**config.mk**
```make
export PLATFORM = sky130hd
export DESIGN_NAME = mult_control_unit
export DESIGN_NICKNAME = d
export VERILOG_FILES = /design/src/rtl/mult_ctrl_pkg.sv /design/src/rtl/mult_iter_counter.sv /design/src/rtl/mult_control_unit.sv
export SDC_FILE = /design/constraint.sdc
export NUM_CORES = 1
export LEC_CHECK = 0
export ABC_AREA = 0
export BUFFER_PORTS_ARGS = -buffer_cell sky130_fd_sc_hd__buf_4
export CORE_AREA = 10 10 47 49
export CTS_CLUSTER_DIAMETER = 30
export CTS_CLUSTER_SIZE = 28
export DETAILED_ROUTE_END_ITERATION = 10
export DIE_AREA = 0 0 57 59
export MAX_ROUTING_LAYER = met4
export PLACE_DENSITY_LB_ADDON = 0.12
export SLEW_MARGIN = 0
export SYNTH_ARGS = -nofsm -noshare
export SYNTH_HDL_FRONTEND = slang
export SYNTH_HIERARCHICAL = 1
export SYNTH_SLANG_ARGS = --single-unit
```
**constraint.sdc**
```tcl
create_clock -name Clk -period 4.1 [get_ports Clk]
set_clock_uncertainty 0.1 [all_clocks]
set_input_delay 0.205 -clock Clk [delete_from_list [all_inputs] [get_ports Clk]]
set_output_delay 0.205 -clock Clk [all_outputs]
set_load 0.05 [all_outputs]
```
**src/rtl/mult_ctrl_pkg.sv**
```systemverilog
// mult_ctrl_pkg
//   Shared types and constants for the add-shift multiplier sequencer.
//   - N_BITS_DEFAULT : default multiplier width / iteration count
//   - mult_state_t   : controller state encoding
package mult_ctrl_pkg;

   localparam int unsigned N_BITS_DEFAULT = 8;

   typedef enum logic [2:0] {
      IDLE,
      CLR,
      ADD,
      SHIFT,
      HALT
   } mult_state_t;

endpackage

```
**src/rtl/mult_iter_counter.sv**
```systemverilog
// mult_iter_counter
//   Iteration counter for the add-shift sequence. It counts completed
//   SHIFT cycles and flags the final iteration.
//   Ports:
//     i_clk   : system clock
//     i_reset : synchronous active-high reset
//     i_clear : zero the count this edge
//     i_incr  : advance the count this edge
//     o_last  : count equals N_BITS-1
module mult_iter_counter
   import mult_ctrl_pkg::*;
#(
   parameter int unsigned N_BITS = N_BITS_DEFAULT
)(
   input  logic i_clk,
   input  logic i_reset,
   input  logic i_clear,
   input  logic i_incr,
   output logic o_last
);

   localparam int unsigned    CNT_W = (N_BITS > 1) ? $clog2(N_BITS) : 1;
   localparam logic [CNT_W-1:0] LAST_CNT = CNT_W'(N_BITS - 1);

   logic [CNT_W-1:0] r_cnt;

   always_ff @(posedge i_clk) begin
      if (i_reset || i_clear) begin
         r_cnt <= '0;
      end else if (i_incr) begin
         r_cnt <= r_cnt + 1'b1;
      end
   end

   assign o_last = (r_cnt == LAST_CNT);

endmodule

```
**src/rtl/mult_control_unit.sv**
```systemverilog
// mult_control_unit
//   Sequencer for the 8-bit signed add-shift multiplier datapath. A Run
//   request clears A/X, then performs N_BITS add(or sub)/shift iterations
//   and parks in HALT until Run is released.
//   Ports:
//     Clk          : system clock
//     Reset        : synchronous active-high reset
//     Run          : start request (level)
//     ClearA_LoadB : clear A/X and load B request (honoured in IDLE only)
//     M            : multiplier LSB B[0] from the datapath
//     ClearA       : clear A and X strobe
//     LoadB        : load B from switches strobe
//     Add          : A:X <= A + S strobe
//     Sub          : A:X <= A - S strobe
//     Shift        : arithmetic right shift of X:A:B strobe
//     Busy         : high from CLR through the final SHIFT
//     Done         : high while in HALT
module mult_control_unit
   import mult_ctrl_pkg::*;
#(
   parameter int unsigned N_BITS = N_BITS_DEFAULT
)(
   input  logic Clk,
   input  logic Reset,
   input  logic Run,
   input  logic ClearA_LoadB,
   input  logic M,
   output logic ClearA,
   output logic LoadB,
   output logic Add,
   output logic Sub,
   output logic Shift,
   output logic Busy,
   output logic Done
);

   mult_state_t r_state;
   mult_state_t w_next;
   logic        w_last;
   logic        w_cnt_clear;
   logic        w_cnt_incr;

   mult_iter_counter #(
      .N_BITS (N_BITS)
   ) u_iter_counter (
      .i_clk   (Clk),
      .i_reset (Reset),
      .i_clear (w_cnt_clear),
      .i_incr  (w_cnt_incr),
      .o_last  (w_last)
   );

   always_ff @(posedge Clk) begin
      if (Reset) begin
         r_state <= IDLE;
      end else begin
         r_state <= w_next;
      end
   end

   always_comb begin
      w_next      = r_state;
      w_cnt_clear = 1'b0;
      w_cnt_incr  = 1'b0;
      ClearA      = 1'b0;
      LoadB       = 1'b0;
      Add         = 1'b0;
      Sub         = 1'b0;
      Shift       = 1'b0;
      Busy        = 1'b0;
      Done        = 1'b0;

      unique case (r_state)
         IDLE: begin
            ClearA = ClearA_LoadB;
            LoadB  = ClearA_LoadB;
            if (Run) begin
               w_next = CLR;
            end
         end
         CLR: begin
            Busy        = 1'b1;
            ClearA      = 1'b1;
            w_cnt_clear = 1'b1;
            w_next      = ADD;
         end
         ADD: begin
            Busy = 1'b1;
            // The multiplier MSB has negative weight, so the last
            // partial product is subtracted.
            if (M) begin
               if (w_last) begin
                  Sub = 1'b1;
               end else begin
                  Add = 1'b1;
               end
            end
            w_next = SHIFT;
         end
         SHIFT: begin
            Busy  = 1'b1;
            Shift = 1'b1;
            if (w_last) begin
               w_next = HALT;
            end else begin
               w_cnt_incr = 1'b1;
               w_next     = ADD;
            end
         end
         HALT: begin
            Done = 1'b1;
            if (!Run) begin
               w_next = IDLE;
            end
         end
         default: begin
            w_next = IDLE;
         end
      endcase
   end

endmodule

```
Word-level counts from Yosys, hierarchy flattened --
Index checks and enable logic that the tools add are counted.
Word-level totals: register bits after elaboration 6, input port bits 5, output and inout bits 7, logic and storage cells 31
Cells by class: $add $sub $neg 1, equality and inequality tests 7, mux-type cells 17, reduce and logical (&&, ||, !) cells 4
Operator list (count):
- case mux 3 bit (5 select lines) | 1
- 2-to-1 mux 1 bit | 12
- 2-to-1 mux 3 bit | 3
- == test 3 x 2 -> 1 bit, second input constant | 2
- == test 3 bit, second input constant | 2
- != test 2 bit, second input constant | 2
- adder 3 x 1 -> 3 bit, second input constant | 1
- == test 3 x 1 -> 1 bit, second input constant | 1
- logical NOT 3 bit | 1
- OR reduction 3 bit | 1
- case mux 1 bit (2 select lines) | 1
- AND reduction 2 bit | 1
- logical OR 1 bit | 1

Depth between registers and ports, before layout --
word-level depth 4, depth in mapped cells 5, depth with buffers taken out 5

Cells and area by module --
The synthesis kept the hierarchy.
Modules (own cells, without submodules):
- mult_control_unit | times used 1, cells each 25, area an instance 237.7 µm², seq. area each 60.1 µm²
- mult_iter_counter | times used 1, cells each 11, area an instance 133.9 µm², seq. area each 60.1 µm²

Least setup slack after synthesis --
No wires, ideal clock.
kind register to output, start reg r_state[0], end out ClearA, data arrival time 1.541 ns, required time 3.795 ns, setup slack 2.254 ns, stages on the path, launching flop included 4, buffers on the path 1, cell sequence dfxtp_1 -> buf_4 -> nor2_1 -> nor3_1
Between the ends: word-level cells in the longest chain between the ends 2, elaborated cells between the ends (all ways) 3, classes of those cells 1 x eq/ne; 1 x mux; 1 x reduce/logical
Ends and longest elaborated chain:
- from (decl) | line mult_control_unit.sv:37 | mult_state_t r_state;
- from (signal assigned) | line mult_control_unit.sv:57 | r_state <= w_next;
- == test 3 x 1 -> 1 bit / logical NOT 3 bit (equally long branches) | line mult_control_unit.sv:73 | unique case (r_state)
- case mux 1 bit (2 select lines) * | line mult_control_unit.sv:73
- to (decl) | line mult_control_unit.sv:28 | output logic ClearA,
Every way passes the cells marked *; elsewhere a longest branch is shown, timed or not.

Worst setup path in the final report --
start reg u_iter_counter.r_cnt[0], end out Add
Between the ends: word-level cells in the longest chain between the ends 4
Ends and longest elaborated chain:
- from (decl) | line mult_iter_counter.sv:25 | logic [CNT_W-1:0] r_cnt;
- from (signal assigned) | line mult_iter_counter.sv:31 | r_cnt <= r_cnt + 1'b1;
- == test 3 bit | line mult_iter_counter.sv:35 | assign o_last = (r_cnt == LAST_CNT);
- via w_last | line mult_control_unit.sv:39 | logic w_last;
- 2-to-1 mux 1 bit | line mult_control_unit.sv:92 | if (w_last) begin
- 2-to-1 mux 1 bit | line mult_control_unit.sv:91 | if (M) begin
- 2-to-1 mux 1 bit | line mult_control_unit.sv:73
- to (decl) | line mult_control_unit.sv:30 | output logic Add,
The timed path passes the listed nets, and every way through them passes these cells.

==> results.ini <==
[global_route]
antenna_found_initial=0
grtUsageTotal_pct=5.62
grt_pass1_wl_mm=1.42
grt_pass1_vias=340
grt_remaining_overflow=0
grt_max_degree=13

[power_and_ir_drop]
power_switching_share_pct=30.9
vdd_drop_max_mv=0.169
combPwrFrac_pct=23.4
power.share.clock_pct=34.1
p_leak_uw=0.000203
internal_power_uw=107
p_switching_uw=47.9
powerDensity_mw_per_mm2=329
seq_power_share_pct=42.4

[sta]
setup_viol=0
rsz0062_at_grt=no
period_needed_ns=1.76
final_max_slew_viol_count=0
finalCritPeriodShare_pct=43.0
maxSlewHeadroom_pct=71.5
worst_pin_slew_ns=0.427
timing.setup.tns_ns=0
hold_viol_final=0
max_freq_mhz=568

[cells_and_area]
num_antenna_cells=0
fin_util_pct=33.6
syn_to_final_growth_pct=26.6
layout_commonest_cell=buf_4
layout_common_cells=buf_4 (11), dfxtp_1 (6), nor2_1 (4)
design_area_um2=470
finalNetCount=56
drive_gt1_share_pct=42.6

[synthesis]
synth_xor_area_share_pct=2.36
synthMuxAreaShare_pct=5.39
synth_cells=36
netlist_top_cells_area=dfxtp_1 (32%), ha_1 (6.7%), nor4_2 (6.7%), mux2i_1 (5.4%), nor3_1 (4.0%)
yosysTopAreaCellShare_pct=32.3
synth_top_family_by_area=simple AND/OR/NAND/NOR gates
synth-simple-area-share_pct=44.8
synth_seq_area_share_pct=32.3
yosys.area.top_type=dfxtp_1
syn_area_um2=372
yosys_register_bits=6
synthAdderAreaFrac_pct=6.73
synth_warnings=6
syn-num-nets=43
synth-compound-area-share_pct=1.35
syn_avg_cell_area_um2=10.3
ys_types=22

[detailed_routing]
routedLengthMet1_um=335
drc=0
antenna_left=0
num_vias=314
totalWireLength_um=815
met2WireLength_um=386
detailedRoute.firstIterationViolations=2
wl_per_cell_um=12.9
maxUsedRoutingLayer=met4
vias_per_cell=4.98
drt_first_pass_iters=2
dr_wl_met3_um=89

[place]
gp_congestion=0.617
place_area_um2=448
portBuffers=11

[die]
start_util_pct=26.5
die_area_mm2=0.00336
die_h_um=59
placementRows=14
core_mm2=0.00140
pin_count=12
die_x_um=57

[clock_network]
post-cts-setup-buffers=0
cts_resized=0
clkTransAtPathRegs_ns=0.05
h-tree-depth=1
cts_made_buffers=3
ctsRootBufferMaster=clkbuf_4
cts_sinks=6
cts_buffer_depth=2
cts_tree=yes
clk_latency_ns=0.24
ctsHoldBuffers=0

[setup_path]
worstSetupPathType=flip-flop to output port
endpoint_kind=output port
crit_family=adder cells
crit_top_cell=ha_1
slowest_stage=dfxtp_1
max_stage_delay_ns=0.32
crit_buf_inv=1
path_cells=ha_1 -> ha_1 -> and4b_1 -> buf_4
crit_fanout=5
worstSetupStartpointType=flip-flop
required_ns=3.80
cp.arrival_ns=1.46

[job]
cap_violations=0

[hold_path]
hold_path_class=input pin to flip-flop

[run_status]
status=completed

## Yosys cell counts
cell type,count
and3b_1,1
nor2_2,1
ha_1,2
xnor2_1,1
nand4b_1,1
and3_1,1
nor3_2,1
dfxtp_1,6
and2_1,1
and4b_1,1
nand4bb_1,1
and4bb_2,1
nor3b_1,1
a21oi_1,1
nor2_1,4
nor4_2,2
nor3_1,3
buf_4,2
buf_6,1
nor4b_2,1
and4_1,1
mux2i_1,2
## layout make-up
| cell class | count | area (um2) |
|---|---|---|
| Clock buffer | 3 | 22.5 |
| Timing Repair Buffer | 11 | 82.6 |
| Sequential cell | 6 | 120 |
| Multi-Input combinational cell | 27 | 225 |
| Fill cell | 153 | 931 |
| Tap cell | 16 | 20.0 |
## layer usage
| metal | vias up | GRT usage (%) |
|---|---|---|
| met3 | 2 | 3.00 |
| met1 | 145 | 4.92 |
| met2 | 9 | 8.68 |
| met4 | 0 | 5.03 |
| li1 | 158 | - |
| met5 | - | - |
## worst paths after layout
check | start | to | slack (ns) | cells past startpoint
hold reg to reg | u_iter_counter/r_cnt[1] | u_iter_counter/r_cnt[1] | 0.42 | 2
setup / recovery | u_iter_counter/r_cnt[0] | Add | 2.34 | 4
setup reg to reg | u_iter_counter/r_cnt[0] | u_iter_counter/r_cnt[2] | 2.48 | 5
hold / removal | Reset | r_state[2] | 0.09 | 2
## metrics by stage
stage               setup slack (ns)  power [uW]  hold WS (ns)  cells
global placement                2.53         103         0.337     60
CTS                             2.33         159        0.0831     63
detailed placement              2.49         104         0.344     60
floorplan                       2.25        92.5         0.174     36
global route                    2.28         166        0.0929     63
finish                          2.34         155        0.0902     63
## kinds of logic (layout without fill, tap and decap cells)
logic type,Yosys count,in the layout
simple gates,21,21
flops,6,6
buf+inv,3,14
fa+ha+maj,2,2
mux,2,2
compound gates,1,1
xor+xnor,1,1
## state kept, by name, indices dropped and copies added (netlist names)
| register | flops |
|---|---|
| r_state | 3 |
| u_iter_counter/r_cnt | 3 |
## power groups by stage
stage | clock network, uW | registers (uW) | logic, uW
floorplan | 0 | 62.4 | 30.1
global placement | 0 | 66.5 | 36.2
detailed placement | 0 | 66.8 | 36.8
CTS | 56.2 | 65.7 | 36.9
global route | 60.7 | 66.6 | 38.9
finish | 52.9 | 65.7 | 36.3
Note: power is estimated with default switching activity, not from simulation.
